File: src/rtl/cb_input_stager_pkg.sv
`default_nettype none
// +--------------------------------------------------------------------------+
// | cb_pkg : shared types and block-size defaults for cb_input_stager        |
// | Revision: 1.0                                                            |
// +--------------------------------------------------------------------------+
package cb_pkg;

   localparam int unsigned SHORT_BYTES_DFLT = 5;
   localparam int unsigned LONG_BYTES_DFLT  = 132;

   typedef enum logic [1:0] {
      IDLE    = 2'd0,
      FILL    = 2'd1,
      DISCARD = 2'd2
   } wr_state_e;

   typedef struct packed {
      logic [7:0] tail;
      logic       is_long;
   } meta_t;

endpackage
`default_nettype wire

File: src/rtl/cb_input_stager_if.sv
`default_nettype none
// +--------------------------------------------------------------------------+
// | cb_input_stager_if : upstream stream + encoder read port bundle          |
// | Optional stats signals under CB_STAGER_STATS_EN.  Revision: 1.0          |
// +--------------------------------------------------------------------------+
interface cb_input_stager_if;

   logic       in_valid;
   logic [7:0] in_data;
   logic       in_last;
   logic       in_ready;
   logic       blk_ready;
   logic [7:0] tail_byte;
   logic       code_block_length;
   logic       blk_empty;
   logic [7:0] blk_data;
   logic       blk_data_rdreq;
   logic       blk_err;
`ifdef CB_STAGER_STATS_EN
   logic [15:0] blk_count;
   logic [15:0] drop_count;

   modport master (
      output in_valid, in_data, in_last, blk_data_rdreq,
      input  in_ready, blk_ready, tail_byte, code_block_length,
             blk_empty, blk_data, blk_err, blk_count, drop_count
   );

   modport slave (
      input  in_valid, in_data, in_last, blk_data_rdreq,
      output in_ready, blk_ready, tail_byte, code_block_length,
             blk_empty, blk_data, blk_err, blk_count, drop_count
   );
`else
   modport master (
      output in_valid, in_data, in_last, blk_data_rdreq,
      input  in_ready, blk_ready, tail_byte, code_block_length,
             blk_empty, blk_data, blk_err
   );

   modport slave (
      input  in_valid, in_data, in_last, blk_data_rdreq,
      output in_ready, blk_ready, tail_byte, code_block_length,
             blk_empty, blk_data, blk_err
   );
`endif

endinterface
`default_nettype wire

File: src/rtl/cb_input_stager_meta_fifo.sv
`default_nettype none
// +--------------------------------------------------------------------------+
// | cb_meta_fifo : 2-entry FIFO of committed-block tail/size descriptors     |
// | Revision: 1.0                                                            |
// +--------------------------------------------------------------------------+
module cb_meta_fifo
   import cb_pkg::*;
(
   input  wire logic  clk,
   input  wire logic  reset,
   input  wire logic  push_i,
   input  wire meta_t push_data_i,
   input  wire logic  pop_i,
   output meta_t      head_o,
   output logic       empty_o,
   output logic       full_o
);

   meta_t      mem_q [2];
   logic       wr_idx_q;
   logic       rd_idx_q;
   logic [1:0] count_q;
   logic       push_ok;
   logic       pop_ok;

   assign empty_o = (count_q == 2'd0);
   assign full_o  = (count_q == 2'd2);
   assign head_o  = mem_q[rd_idx_q];
   assign push_ok = push_i && !full_o;
   assign pop_ok  = pop_i && !empty_o;

   always_ff @(posedge clk or posedge reset) begin
      if (reset) begin
         mem_q[0] <= '0;
         mem_q[1] <= '0;
         wr_idx_q <= 1'b0;
         rd_idx_q <= 1'b0;
         count_q  <= 2'd0;
      end else begin
         if (push_ok) begin
            mem_q[wr_idx_q] <= push_data_i;
            wr_idx_q        <= ~wr_idx_q;
         end
         if (pop_ok) begin
            rd_idx_q <= ~rd_idx_q;
         end
         case ({push_ok, pop_ok})
            2'b10:   count_q <= count_q + 2'd1;
            2'b01:   count_q <= count_q - 2'd1;
            default: count_q <= count_q;
         endcase
      end
   end

endmodule
`default_nettype wire

File: src/rtl/cb_input_stager.sv
`default_nettype none
// +--------------------------------------------------------------------------+
// | cb_input_stager : length-checking staging buffer ahead of the TBCC       |
// | Optional blk/drop counters under CB_STAGER_STATS_EN.  Revision: 1.0      |
// +--------------------------------------------------------------------------+
module cb_input_stager
   import cb_pkg::*;
#(
   parameter int unsigned DEPTH       = 512,
   parameter int unsigned SHORT_BYTES = SHORT_BYTES_DFLT,
   parameter int unsigned LONG_BYTES  = LONG_BYTES_DFLT
)(
   input  wire logic        clk,
   input  wire logic        reset,
   cb_input_stager_if.slave bus
);

   localparam int unsigned AW = $clog2(DEPTH);
   localparam int unsigned CW = $clog2(LONG_BYTES + 2);
   localparam logic [CW-1:0] C_SHORT = CW'(SHORT_BYTES);
   localparam logic [CW-1:0] C_LONG  = CW'(LONG_BYTES);

   wr_state_e       state_q, state_d;
   logic [AW-1:0]   wr_ptr_q, wr_ptr_d;
   logic [AW-1:0]   commit_ptr_q, commit_ptr_d;
   logic [AW-1:0]   rd_ptr_q;
   logic [CW-1:0]   wr_cnt_q, wr_cnt_d;
   logic [CW-1:0]   rd_cnt_q;
   logic [CW-1:0]   wr_cnt_inc;
   logic [CW-1:0]   rd_cnt_inc;
   logic [CW-1:0]   head_len;
   logic            blk_err_q, blk_err_d;
   logic [7:0]      blk_data_q;
   logic [7:0]      mem_q [DEPTH];

   logic            accept;
   logic            ram_we;
   logic            rd_en;
   logic            blk_empty;
   logic            meta_push;
   logic            meta_pop;
   logic            meta_empty;
   logic            meta_full;
   meta_t           meta_push_data;
   meta_t           meta_head;

   assign accept     = bus.in_valid && !meta_full;
   assign wr_cnt_inc = wr_cnt_q + 1'b1;
   assign blk_empty  = (rd_ptr_q == commit_ptr_q);

   assign meta_push_data.tail    = bus.in_data;
   assign meta_push_data.is_long = (wr_cnt_inc == C_LONG);

   // Write FSM: bytes land in the buffer immediately, but only become
   // readable once commit_ptr moves past them; a drop just rewinds wr_ptr.
   always_comb begin
      state_d      = state_q;
      wr_ptr_d     = wr_ptr_q;
      commit_ptr_d = commit_ptr_q;
      wr_cnt_d     = wr_cnt_q;
      blk_err_d    = 1'b0;
      ram_we       = 1'b0;
      meta_push    = 1'b0;
      if (accept) begin
         case (state_q)
            IDLE, FILL: begin
               ram_we   = 1'b1;
               wr_ptr_d = wr_ptr_q + 1'b1;
               wr_cnt_d = wr_cnt_inc;
               state_d  = FILL;
               if (bus.in_last) begin
                  state_d  = IDLE;
                  wr_cnt_d = '0;
                  if ((wr_cnt_inc == C_SHORT) || (wr_cnt_inc == C_LONG)) begin
                     commit_ptr_d = wr_ptr_q + 1'b1;
                     meta_push    = 1'b1;
                  end else begin
                     wr_ptr_d  = commit_ptr_q;
                     blk_err_d = 1'b1;
                  end
               end else if (wr_cnt_inc > C_LONG) begin
                  state_d   = DISCARD;
                  wr_cnt_d  = '0;
                  wr_ptr_d  = commit_ptr_q;
                  blk_err_d = 1'b1;
               end
            end
            DISCARD: begin
               if (bus.in_last) begin
                  state_d = IDLE;
               end
            end
            default: state_d = IDLE;
         endcase
      end
   end

   always_ff @(posedge clk or posedge reset) begin
      if (reset) begin
         state_q      <= IDLE;
         wr_ptr_q     <= '0;
         commit_ptr_q <= '0;
         wr_cnt_q     <= '0;
         blk_err_q    <= 1'b0;
      end else begin
         state_q      <= state_d;
         wr_ptr_q     <= wr_ptr_d;
         commit_ptr_q <= commit_ptr_d;
         wr_cnt_q     <= wr_cnt_d;
         blk_err_q    <= blk_err_d;
      end
   end

   always_ff @(posedge clk) begin
      if (ram_we) begin
         mem_q[wr_ptr_q] <= bus.in_data;
      end
   end

   assign rd_en      = bus.blk_data_rdreq && !blk_empty;
   assign head_len   = meta_head.is_long ? C_LONG : C_SHORT;
   assign rd_cnt_inc = rd_cnt_q + 1'b1;
   assign meta_pop   = rd_en && (rd_cnt_inc == head_len);

   always_ff @(posedge clk or posedge reset) begin
      if (reset) begin
         rd_ptr_q   <= '0;
         rd_cnt_q   <= '0;
         blk_data_q <= 8'h00;
      end else if (rd_en) begin
         rd_ptr_q   <= rd_ptr_q + 1'b1;
         rd_cnt_q   <= meta_pop ? '0 : rd_cnt_inc;
         blk_data_q <= mem_q[rd_ptr_q];
      end
   end

   cb_meta_fifo u_meta_fifo (
      .clk         (clk),
      .reset       (reset),
      .push_i      (meta_push),
      .push_data_i (meta_push_data),
      .pop_i       (meta_pop),
      .head_o      (meta_head),
      .empty_o     (meta_empty),
      .full_o      (meta_full)
   );

   assign bus.in_ready          = !meta_full;
   assign bus.blk_ready         = !meta_empty;
   assign bus.tail_byte         = meta_head.tail;
   assign bus.code_block_length = meta_head.is_long;
   assign bus.blk_empty         = blk_empty;
   assign bus.blk_data          = blk_data_q;
   assign bus.blk_err           = blk_err_q;

`ifdef CB_STAGER_STATS_EN
   logic [15:0] blk_count_q;
   logic [15:0] drop_count_q;

   always_ff @(posedge clk or posedge reset) begin
      if (reset) begin
         blk_count_q  <= 16'h0000;
         drop_count_q <= 16'h0000;
      end else begin
         if (meta_push && (blk_count_q != 16'hFFFF)) begin
            blk_count_q <= blk_count_q + 16'd1;
         end
         if (blk_err_q && (drop_count_q != 16'hFFFF)) begin
            drop_count_q <= drop_count_q + 16'd1;
         end
      end
   end

   assign bus.blk_count  = blk_count_q;
   assign bus.drop_count = drop_count_q;
`endif

endmodule
`default_nettype wire

File: src/flat_wrapper.sv
// flat-port wrapper written by rule: the top's interface ports become plain ports
module cb_input_stager_flat import cb_pkg::*;
#(
   parameter int unsigned DEPTH       = 512,
   parameter int unsigned SHORT_BYTES = SHORT_BYTES_DFLT,
   parameter int unsigned LONG_BYTES  = LONG_BYTES_DFLT
)
  (clk, reset, bus_in_valid, bus_in_data, bus_in_last, bus_blk_data_rdreq, bus_in_ready, bus_blk_ready, bus_tail_byte, bus_code_block_length, bus_blk_empty, bus_blk_data, bus_blk_err);
  cb_input_stager_if bus_i ();
  input  wire logic clk;
  input  wire logic reset;
  input wire logic [$bits(bus_i.in_valid)-1:0] bus_in_valid;
  input wire logic [$bits(bus_i.in_data)-1:0] bus_in_data;
  input wire logic [$bits(bus_i.in_last)-1:0] bus_in_last;
  input wire logic [$bits(bus_i.blk_data_rdreq)-1:0] bus_blk_data_rdreq;
  output wire logic [$bits(bus_i.in_ready)-1:0] bus_in_ready;
  output wire logic [$bits(bus_i.blk_ready)-1:0] bus_blk_ready;
  output wire logic [$bits(bus_i.tail_byte)-1:0] bus_tail_byte;
  output wire logic [$bits(bus_i.code_block_length)-1:0] bus_code_block_length;
  output wire logic [$bits(bus_i.blk_empty)-1:0] bus_blk_empty;
  output wire logic [$bits(bus_i.blk_data)-1:0] bus_blk_data;
  output wire logic [$bits(bus_i.blk_err)-1:0] bus_blk_err;
  assign bus_i.in_valid = bus_in_valid;
  assign bus_i.in_data = bus_in_data;
  assign bus_i.in_last = bus_in_last;
  assign bus_i.blk_data_rdreq = bus_blk_data_rdreq;
  assign bus_in_ready = bus_i.in_ready;
  assign bus_blk_ready = bus_i.blk_ready;
  assign bus_tail_byte = bus_i.tail_byte;
  assign bus_code_block_length = bus_i.code_block_length;
  assign bus_blk_empty = bus_i.blk_empty;
  assign bus_blk_data = bus_i.blk_data;
  assign bus_blk_err = bus_i.blk_err;
  cb_input_stager #(.DEPTH(DEPTH), .SHORT_BYTES(SHORT_BYTES), .LONG_BYTES(LONG_BYTES)) u_core (.clk(clk), .reset(reset), .bus(bus_i));
endmodule
File: config.mk
export PLATFORM = sky130hd
export DESIGN_NAME = cb_input_stager_flat
export DESIGN_NICKNAME = d
export VERILOG_FILES = /design/src/rtl/cb_input_stager_pkg.sv /design/src/rtl/cb_input_stager_if.sv /design/src/rtl/cb_input_stager_meta_fifo.sv /design/src/rtl/cb_input_stager.sv /design/src/flat_wrapper.sv
export SDC_FILE = /design/constraint.sdc
export NUM_CORES = 2
export LEC_CHECK = 0
export CAP_MARGIN = 0
export CORE_MARGIN = 2
export CORE_UTILIZATION = 35
export CTS_BUF_LIST = sky130_fd_sc_hd__clkbuf_8
export DETAILED_ROUTE_END_ITERATION = 12
export HOLD_SLACK_MARGIN = 0.08
export SLEW_MARGIN = 40
export SYNTH_ARGS = -nofsm -noshare
export SYNTH_HDL_FRONTEND = slang
export SYNTH_SLANG_ARGS = --single-unit
File: constraint.sdc
create_clock -name clk -period 3.7 [get_ports clk]
set_input_delay 0.74 -clock clk [delete_from_list [all_inputs] [get_ports clk]]
set_output_delay 0.74 -clock clk [all_outputs]
set_load 0.01 [all_outputs]
; Word-level counts from Yosys, hierarchy flattened
; Memory sizes are Yosys's and may differ from the RTL's. A register that Yosys moved wholly into a read port is not among the register bits.
; Index checks and enable logic that the tools add are counted.
[op_classes]
addsub = 6
n_lt_le_gt_ge = 4
n_eq_ne = 10
mux = 31
bitwise = 4
reduce_logical = 17
[ops]
columns = op, count
row1 = 9-bit 2-to-1 mux, 7
row2 = 8-bit 2-to-1 mux, 4
row3 = "9-bit by 1-bit adder with 9-bit output, second input constant", 2
row4 = 18-bit bitwise mux, 1
row5 = "8-bit by 1-bit adder with 8-bit output, second input constant", 2
row6 = 1-bit 2-to-1 mux, 13
row7 = 9-bit demux with 1-bit select, 1
row8 = 9-bit equality test, 1
row9 = "8-bit by 3-bit equality test with 1-bit output, second input constant", 1
row10 = 8-bit equality test, 1
row11 = "8-bit equality test, second input constant", 1
row12 = "8-bit greater-than comparator, second input constant", 1
row13 = 2-bit one-hot mux with 2 select lines, 2
row14 = "2-bit equality test, second input constant", 3
row15 = 1-bit logical AND, 6
row16 = 2-bit 2-to-1 mux, 3
row17 = "2-bit by 1-bit equality test with 1-bit output, second input constant", 2
row18 = "2-bit greater-or-equal comparator, second input constant", 2
row19 = 2-bit logical NOT, 2
row20 = 1-bit inverter with 2-bit output, 2
row21 = 2-bit AND reduction, 2
row22 = 1-bit logical NOT, 3
row23 = 3-bit AND reduction, 1
row24 = "2-bit by 1-bit adder with 2-bit output, second input constant", 1
row25 = other kinds (7), 8
[word_totals]
reg_bits = 68
ramBits = 4096
output_inout_bits = 21
word_cells = 87
mem_count = 1
[mem_list]
columns = memory, words, word_bits, rd, rd_clocked_by_memory_dff, write_ports, line_no
row1 = u_core.mem_q, 512, 8, 1, 1, 1, cb_input_stager.sv:34  ; logic [7:0] mem_q [DEPTH];

; Depth between registers and ports, before layout
[logic_depth]
word_depth = 10
ltp_mapped = 14
ltp_nobuf = 10

; Hierarchy
; From an unflattened synthesis, not the netlist that was laid out.
[hier_totals]
hier_cells = 7936
area_unflattened_um2 = 163649.5
[modules_own_cells]
columns = module, n_inst, cells_per_inst, area_each_um2
row1 = cb_input_stager, 1, 7870, 162623.5
row2 = cb_meta_fifo, 1, 66, 1026.0

; Worst setup path before layout
; Ideal clock, no wire load.
[synth_timing]
path_type = register to register
from = register u_core.wr_cnt_q[0]
to = register u_core.u_meta_fifo.count_q[1]
setup_time_ps = 79
arrival_ps = 2835
required_ps = 3621
slack_ps = 786
stages_incl_launch_ff = 12
n_path_buf = 2
synth_period_minus_slack_ps = 2914
cell_sequence = dfrtp_1 > ha_1 > and3_1 > or4_1 > a21oi_2 > o221ai_2 > or3_1 > buf_2 > buf_1 > ha_1 > nor2_1 > xor2_1
[synth_via]
elab_chain_cells = 10
word_cells_on_any_way = 13
classes_between = add/sub (1) / eq/ne (4) / mux (5) / reduce/logical (3)
[synth_lines]
columns = element, line_no
row1 = "start, declared", cb_input_stager.sv:27  ; logic [CW-1:0] wr_cnt_q, wr_cnt_d;
row2 = "start signal, assigned", cb_input_stager.sv:109  ; wr_cnt_q <= wr_cnt_d;
row3 = 8-bit by 1-bit adder with 8-bit output (*), cb_input_stager.sv:48  ; assign wr_cnt_inc = wr_cnt_q + 1'b1;
row4 = 8-bit by 3-bit equality test with 1-bit output or 8-bit equality test (tied branches), cb_input_stager.sv:74  ; if ((wr_cnt_inc == C_SHORT) || (wr_cnt_inc == C_LONG)) begin
row5 = 1-bit logical OR (*), cb_input_stager.sv:74
row6 = 1-bit 2-to-1 mux (*), cb_input_stager.sv:74
row7 = 1-bit 2-to-1 mux (*), cb_input_stager.sv:71  ; if (bus.in_last) begin
row8 = 1-bit 2-to-1 mux (*), cb_input_stager.sv:65  ; case (state_q)
row9 = 1-bit 2-to-1 mux (*), cb_input_stager.sv:64  ; if (accept) begin
row10 = 1-bit logical AND (*), cb_input_stager_meta_fifo.sv:29  ; assign push_ok = push_i && !full_o;
row11 = 2-bit by 1-bit equality test with 1-bit output or 2-bit equality test (tied branches), cb_input_stager_meta_fifo.sv:47  ; case ({push_ok, pop_ok})
row12 = 2-bit one-hot mux with 2 select lines or 2-bit nonzero test (tied branches), --
row13 = "end signal, assigned", cb_input_stager_meta_fifo.sv:48  ; 2'b10: count_q <= count_q + 2'd1;
row14 = "end signal, assigned", cb_input_stager_meta_fifo.sv:49  ; 2'b01: count_q <= count_q - 2'd1;
row15 = "end signal, assigned", cb_input_stager_meta_fifo.sv:50  ; default: count_q <= count_q;
row16 = "end, declared", cb_input_stager_meta_fifo.sv:22  ; logic [1:0] count_q;
; Every way passes the cells marked *; elsewhere a longest branch is shown, timed or not.
; A chain may end at the register's enable or synchronous reset.

; Worst setup path in the final report
[layout_timing]
from = register u_core.rd_ptr_q[2]
to = register u_core.blk_data_q[5] (netlist: u_core.bus.blk_data[5]), read port of u_core.mem_q
[layout_via]
elab_chain_cells = 3
[layout_lines]
columns = element, line_no
row1 = "start, declared", cb_input_stager.sv:26  ; logic [AW-1:0] rd_ptr_q;
row2 = "start signal, assigned", cb_input_stager.sv:131  ; rd_ptr_q <= rd_ptr_q + 1'b1;
row3 = 9-bit equality test, cb_input_stager.sv:49  ; assign blk_empty = (rd_ptr_q == commit_ptr_q);
row4 = 1-bit logical NOT, cb_input_stager.sv:120  ; assign rd_en = bus.blk_data_rdreq && !blk_empty;
row5 = 1-bit logical AND, cb_input_stager.sv:120
row6 = "end, declared", cb_input_stager.sv:33  ; logic [7:0] blk_data_q;
; Parallel ways exist; a longest one is shown, timed or not.

==> results.ini <==
[status]
status = finished with violations
violations = setup timing

[floorplan]
io_pins = 34
die-area_um2 = 473000
dieHeight_um = 688
core-area_um2 = 466000
die_w_um = 688
start_util_pct = 35.1
rows = 251

[logic_synthesis]
synth-edff-count = 4096
syn_area_um2 = 164000
synth_area_leader_cell = edfxtp_1
ys_ff_latch = 4172
ys.flop_type = edfxtp_1
avgSynthCellArea_um2 = 20.7
ys_top_cells_by_area = edfxtp_1 (75%), mux4_2 (12%), mux2i_1 (2.6%)
syn-num-nets = 7934
async_flop_share_pct = 1.82
synth_top_area_share_pct = 75.2
synth_cells = 7911
synth_warnings = 0
ys_seq_area_share_pct = 76.3
ys_types = 93

[cts]
cts.sinks = 4172
clk_pin_slew_ns = 0.06
cts_buffer_depth = 4
htreeDepth = 6
clkLatencyLatePin_ns = 1.26
cts_tree = yes
cts_root_buffer = clkbuf_8
numCtsBuffers = 657

[setup_path]
r2r_cells = 11
worst-path-max-fanout = 24
critPathMaxStageDelay_ns = 0.52
startpoint_type = flop
setup.reg_to_reg.worst_slack_ns = -0.02
timing.rr.start = u_core.rd_ptr_q[2]$_DFFE_PP0P_
critical_path_arrival_ns = 4.91
cp_slowest_cell = o21ai_0
endpoint_kind = flop
required_ns = 4.89
crit_chain = buf_4, buf_8, inv_6, buf_12, buf_12, buf_4, a21oi_1, o21ai_0, o311a_1, o311a_1, o221a_2
path_class = reg2reg
worst_r2r_endpoint = u_core.bus.blk_data[5]$_DFFE_PP0P_

[placed_design]
dpl.hpwl_um = 314000
dp_slack_ns = -0.417
port_buffers = 33
placed_area_um2 = 180000
gp_congestion = 0.870

[power]
p_sw_share_pct = 34.2
power_density_nw_per_um2 = 699
p_total_uw = 134000
leakage_uw = 0.0631
pwr-share-clk_pct = 26.9
seqPwrFrac_pct = 39.4
intPower_uw = 88400
power.switching_uw = 46000
ir_drop_mv = 0.561
pwr-share-comb_pct = 33.8

[final_layout]
n_fill_cell = 40800
final_util_pct = 41.2
area_growth_pct = 17.5
finalNetCount = 9308
stdcell_area_um2 = 192000
drive_gt1_share_pct = 30.8

[worst_hold_path]
hp-start = bus_in_last
hold_class = in2reg
hold_depth = 2
worstHoldEndpoint = u_core.wr_ptr_q[2]$_DFFE_PP0P_

[timing]
finalHoldWorstSlack_ns = 0.269
period_minus_slack_ns = 3.72
setup_violations = 1
fin_skew_ns = 0.0751
drv_slew = 0
worst_slack_ns = -0.0193
tightest_slew_ns = 0.926
rsz0062_at_grt = yes
fmax_mhz = 269
period_share_pct = 101
finalHoldViolCount = 0
maxSlewHeadroom_pct = 38.3

[global_route]
grt_pass1_vias = 89300
groute.usage.overall_pct = 20.4
antenna_found_initial = 35
grt-ovfl-total = 0
grt_max_degree = 145
grt_pass1_wl_um = 687000

[route]
drtPass1Iterations = 8
via_count = 89100
via_per_inst = 5.57
drt-initial-drc-count = 13100
final_antenna_net_count = 0
drc = 0
routed_wirelength_um = 496000
wire_per_inst_um = 31.0

[run]
max_cap_violations = 0

-- final cells by class --
type	instances	area [um^2]	share of cell area [%]
clock buffers	664	9140	4.76
clock inverters	506	2680	1.40
repair buffers	1221	11500	5.97
inverters	21	93.8	0.0488
flip-flops and latches	4172	125000	65.0
well taps	6198	7750	4.04
multi-input cells	3212	36100	18.8
diodes	10	25.0	0.0130
-- worst max-delay path: cells and delay by family (launching register included) --
family	cells	cell delay [ns]
flip-flops	1	0.51
AO/OA/AOI/OAI	5	1.54
buffers and inverters	6	1.49
-- stage by stage --
stage | TNS (ns) | instances
2_1_floorplan | 0 | 7911
3_3_place_gp | -2.04 | 14800
3_5_place_dp | -1.37 | 14800
4_1_cts | -0.134 | 16000
5_1_grt | -0.00345 | 16000
6_report | -0.0193 | 16000
-- registers in the layout (all words and copies together), names as in the netlist --
| name | flops |
|---|---|
| u_core.mem_q | 4096 |
| u_core.u_meta_fifo.mem_q | 18 |
| u_core.commit_ptr_q | 9 |
| u_core.rd_ptr_q | 9 |
| u_core.wr_ptr_q | 9 |
| u_core.bus.blk_data | 8 |
| u_core.rd_cnt_q | 8 |
| u_core.wr_cnt_q | 8 |
| u_core.state_q | 2 |
| u_core.u_meta_fifo.count_q | 2 |
| u_core.bus.blk_err | 1 |
| u_core.u_meta_fifo.rd_idx_q | 1 |
| u_core.u_meta_fifo.wr_idx_q | 1 |
-- timing repair --
| item | CTS | global route |
|---|---|---|
| gates cloned | 2 | 4 |
| setup endpoints to repair | 8 | 8 |
| buffers inserted | 5 | 1 |
| hold endpoints to repair | 271 | 0 |
| pin swaps | 5 | 7 |
| gates resized for setup | 52 | 38 |
| hold buffers | 9 | 0 |
-- synthesized netlist by cell type, drive strengths merged (10+ instances only) --
master   instances
a21o            10
xnor2           26
a31oi           24
edfxtp        4096
nand4           26
and3            15
o221ai          76
buf            295
a21oi          131
nand2          180
inv             19
o211ai          25
a22o            22
dfrtp           76
nor3            33
a211o           13
ha              10
mux2            61
o21ai           95
nor2           580
clkbuf         210
mux2i          431
o2111ai         16
nand3           69
a221o           12
a2111oi         15
a221oi          77
nand2b          10
and2            39
a211oi          31
o22ai           50
nor2b           23
mux4           882
a22oi          113
-- power groups by stage --
| stage | combinational (uW) | clock [uW] | sequential (uW) |
|---|---|---|---|
| global route | 46600 | 38600 | 52900 |
| detailed placement | 43900 | 0 | 54100 |
| floorplan | 24500 | 0 | 53500 |
| finish | 45400 | 36100 | 52900 |
| global placement | 43700 | 0 | 54000 |
| CTS | 44700 | 36600 | 52900 |
-- worst max path at each step --
stage,from,end,slack [ns],cells after the start
CTS,u_core.rd_ptr_q[0]$_DFFE_PP0P_,bus_blk_empty,-0.13,6
detailed placement,u_core.rd_ptr_q[0]$_DFFE_PP0P_,u_core.bus.blk_data[7]$_DFFE_PP0P_,-0.42,9
global route,u_core.rd_ptr_q[2]$_DFFE_PP0P_,bus_blk_empty,-0.003,5
finish,u_core.rd_ptr_q[2]$_DFFE_PP0P_,u_core.bus.blk_data[5]$_DFFE_PP0P_,-0.02,11
floorplan,u_core.wr_cnt_q[0]$_DFFE_PP0P_,u_core.u_meta_fifo.count_q[1]$_DFFE_PP0P_,0.79,11
global placement,u_core.rd_ptr_q[0]$_DFFE_PP0P_,u_core.bus.blk_data[1]$_DFFE_PP0P_,-0.65,10
-- per-layer routing --
metal	share of wire (%)	vias to the layer above	track usage (%)
li1	-	35800	-
met1	39	47300	27.7
met2	47	5163	32.5
met3	10	832	4.38
met4	3.8	24	7.19
met5	0.032	-	0
-- cell usage in the layout, fill, tap and decap left out, types with 15 or more instances in the layout --
master / instances
clkbuf_8: 664
xnor2_1: 24
clkdlybuf4s50_1: 24
clkinvlp_4: 15
mux2_2: 52
clkinv_1: 178
o221ai_1: 72
inv_6: 19
nand4_1: 26
buf_12: 144
a22oi_1: 112
nor3_1: 28
nor2_1: 570
a22o_1: 22
nand3_1: 56
clkinv_2: 54
a211oi_1: 29
a221oi_1: 68
edfxtp_1: 4096
nand2_1: 175
o21ai_0: 82
mux4_2: 850
o211ai_1: 25
buf_4: 1008
nor2b_1: 16
a21oi_1: 126
mux4_1: 32
mux2i_1: 430
a31oi_1: 24
o22ai_1: 47
dfrtp_1: 69
and2_1: 32
inv_1: 222
and3_1: 15
-- cell families (layout without fill, tap and decap cells) --
family	after synthesis	in the layout	synth area share (%)
XOR/XNOR	31	31	0.166
AO/OA/AOI/OAI	777	777	3.44
other	0	10	0
flip-flops	4172	4172	76.3
AND/OR/NAND/NOR	1020	1020	2.69
multiplexers	1374	1374	15.3
buffers and inverters	527	2412	1.99
adder cells (fa/ha/maj)	10	10	0.0765
(Power assumes the default switching activity.)
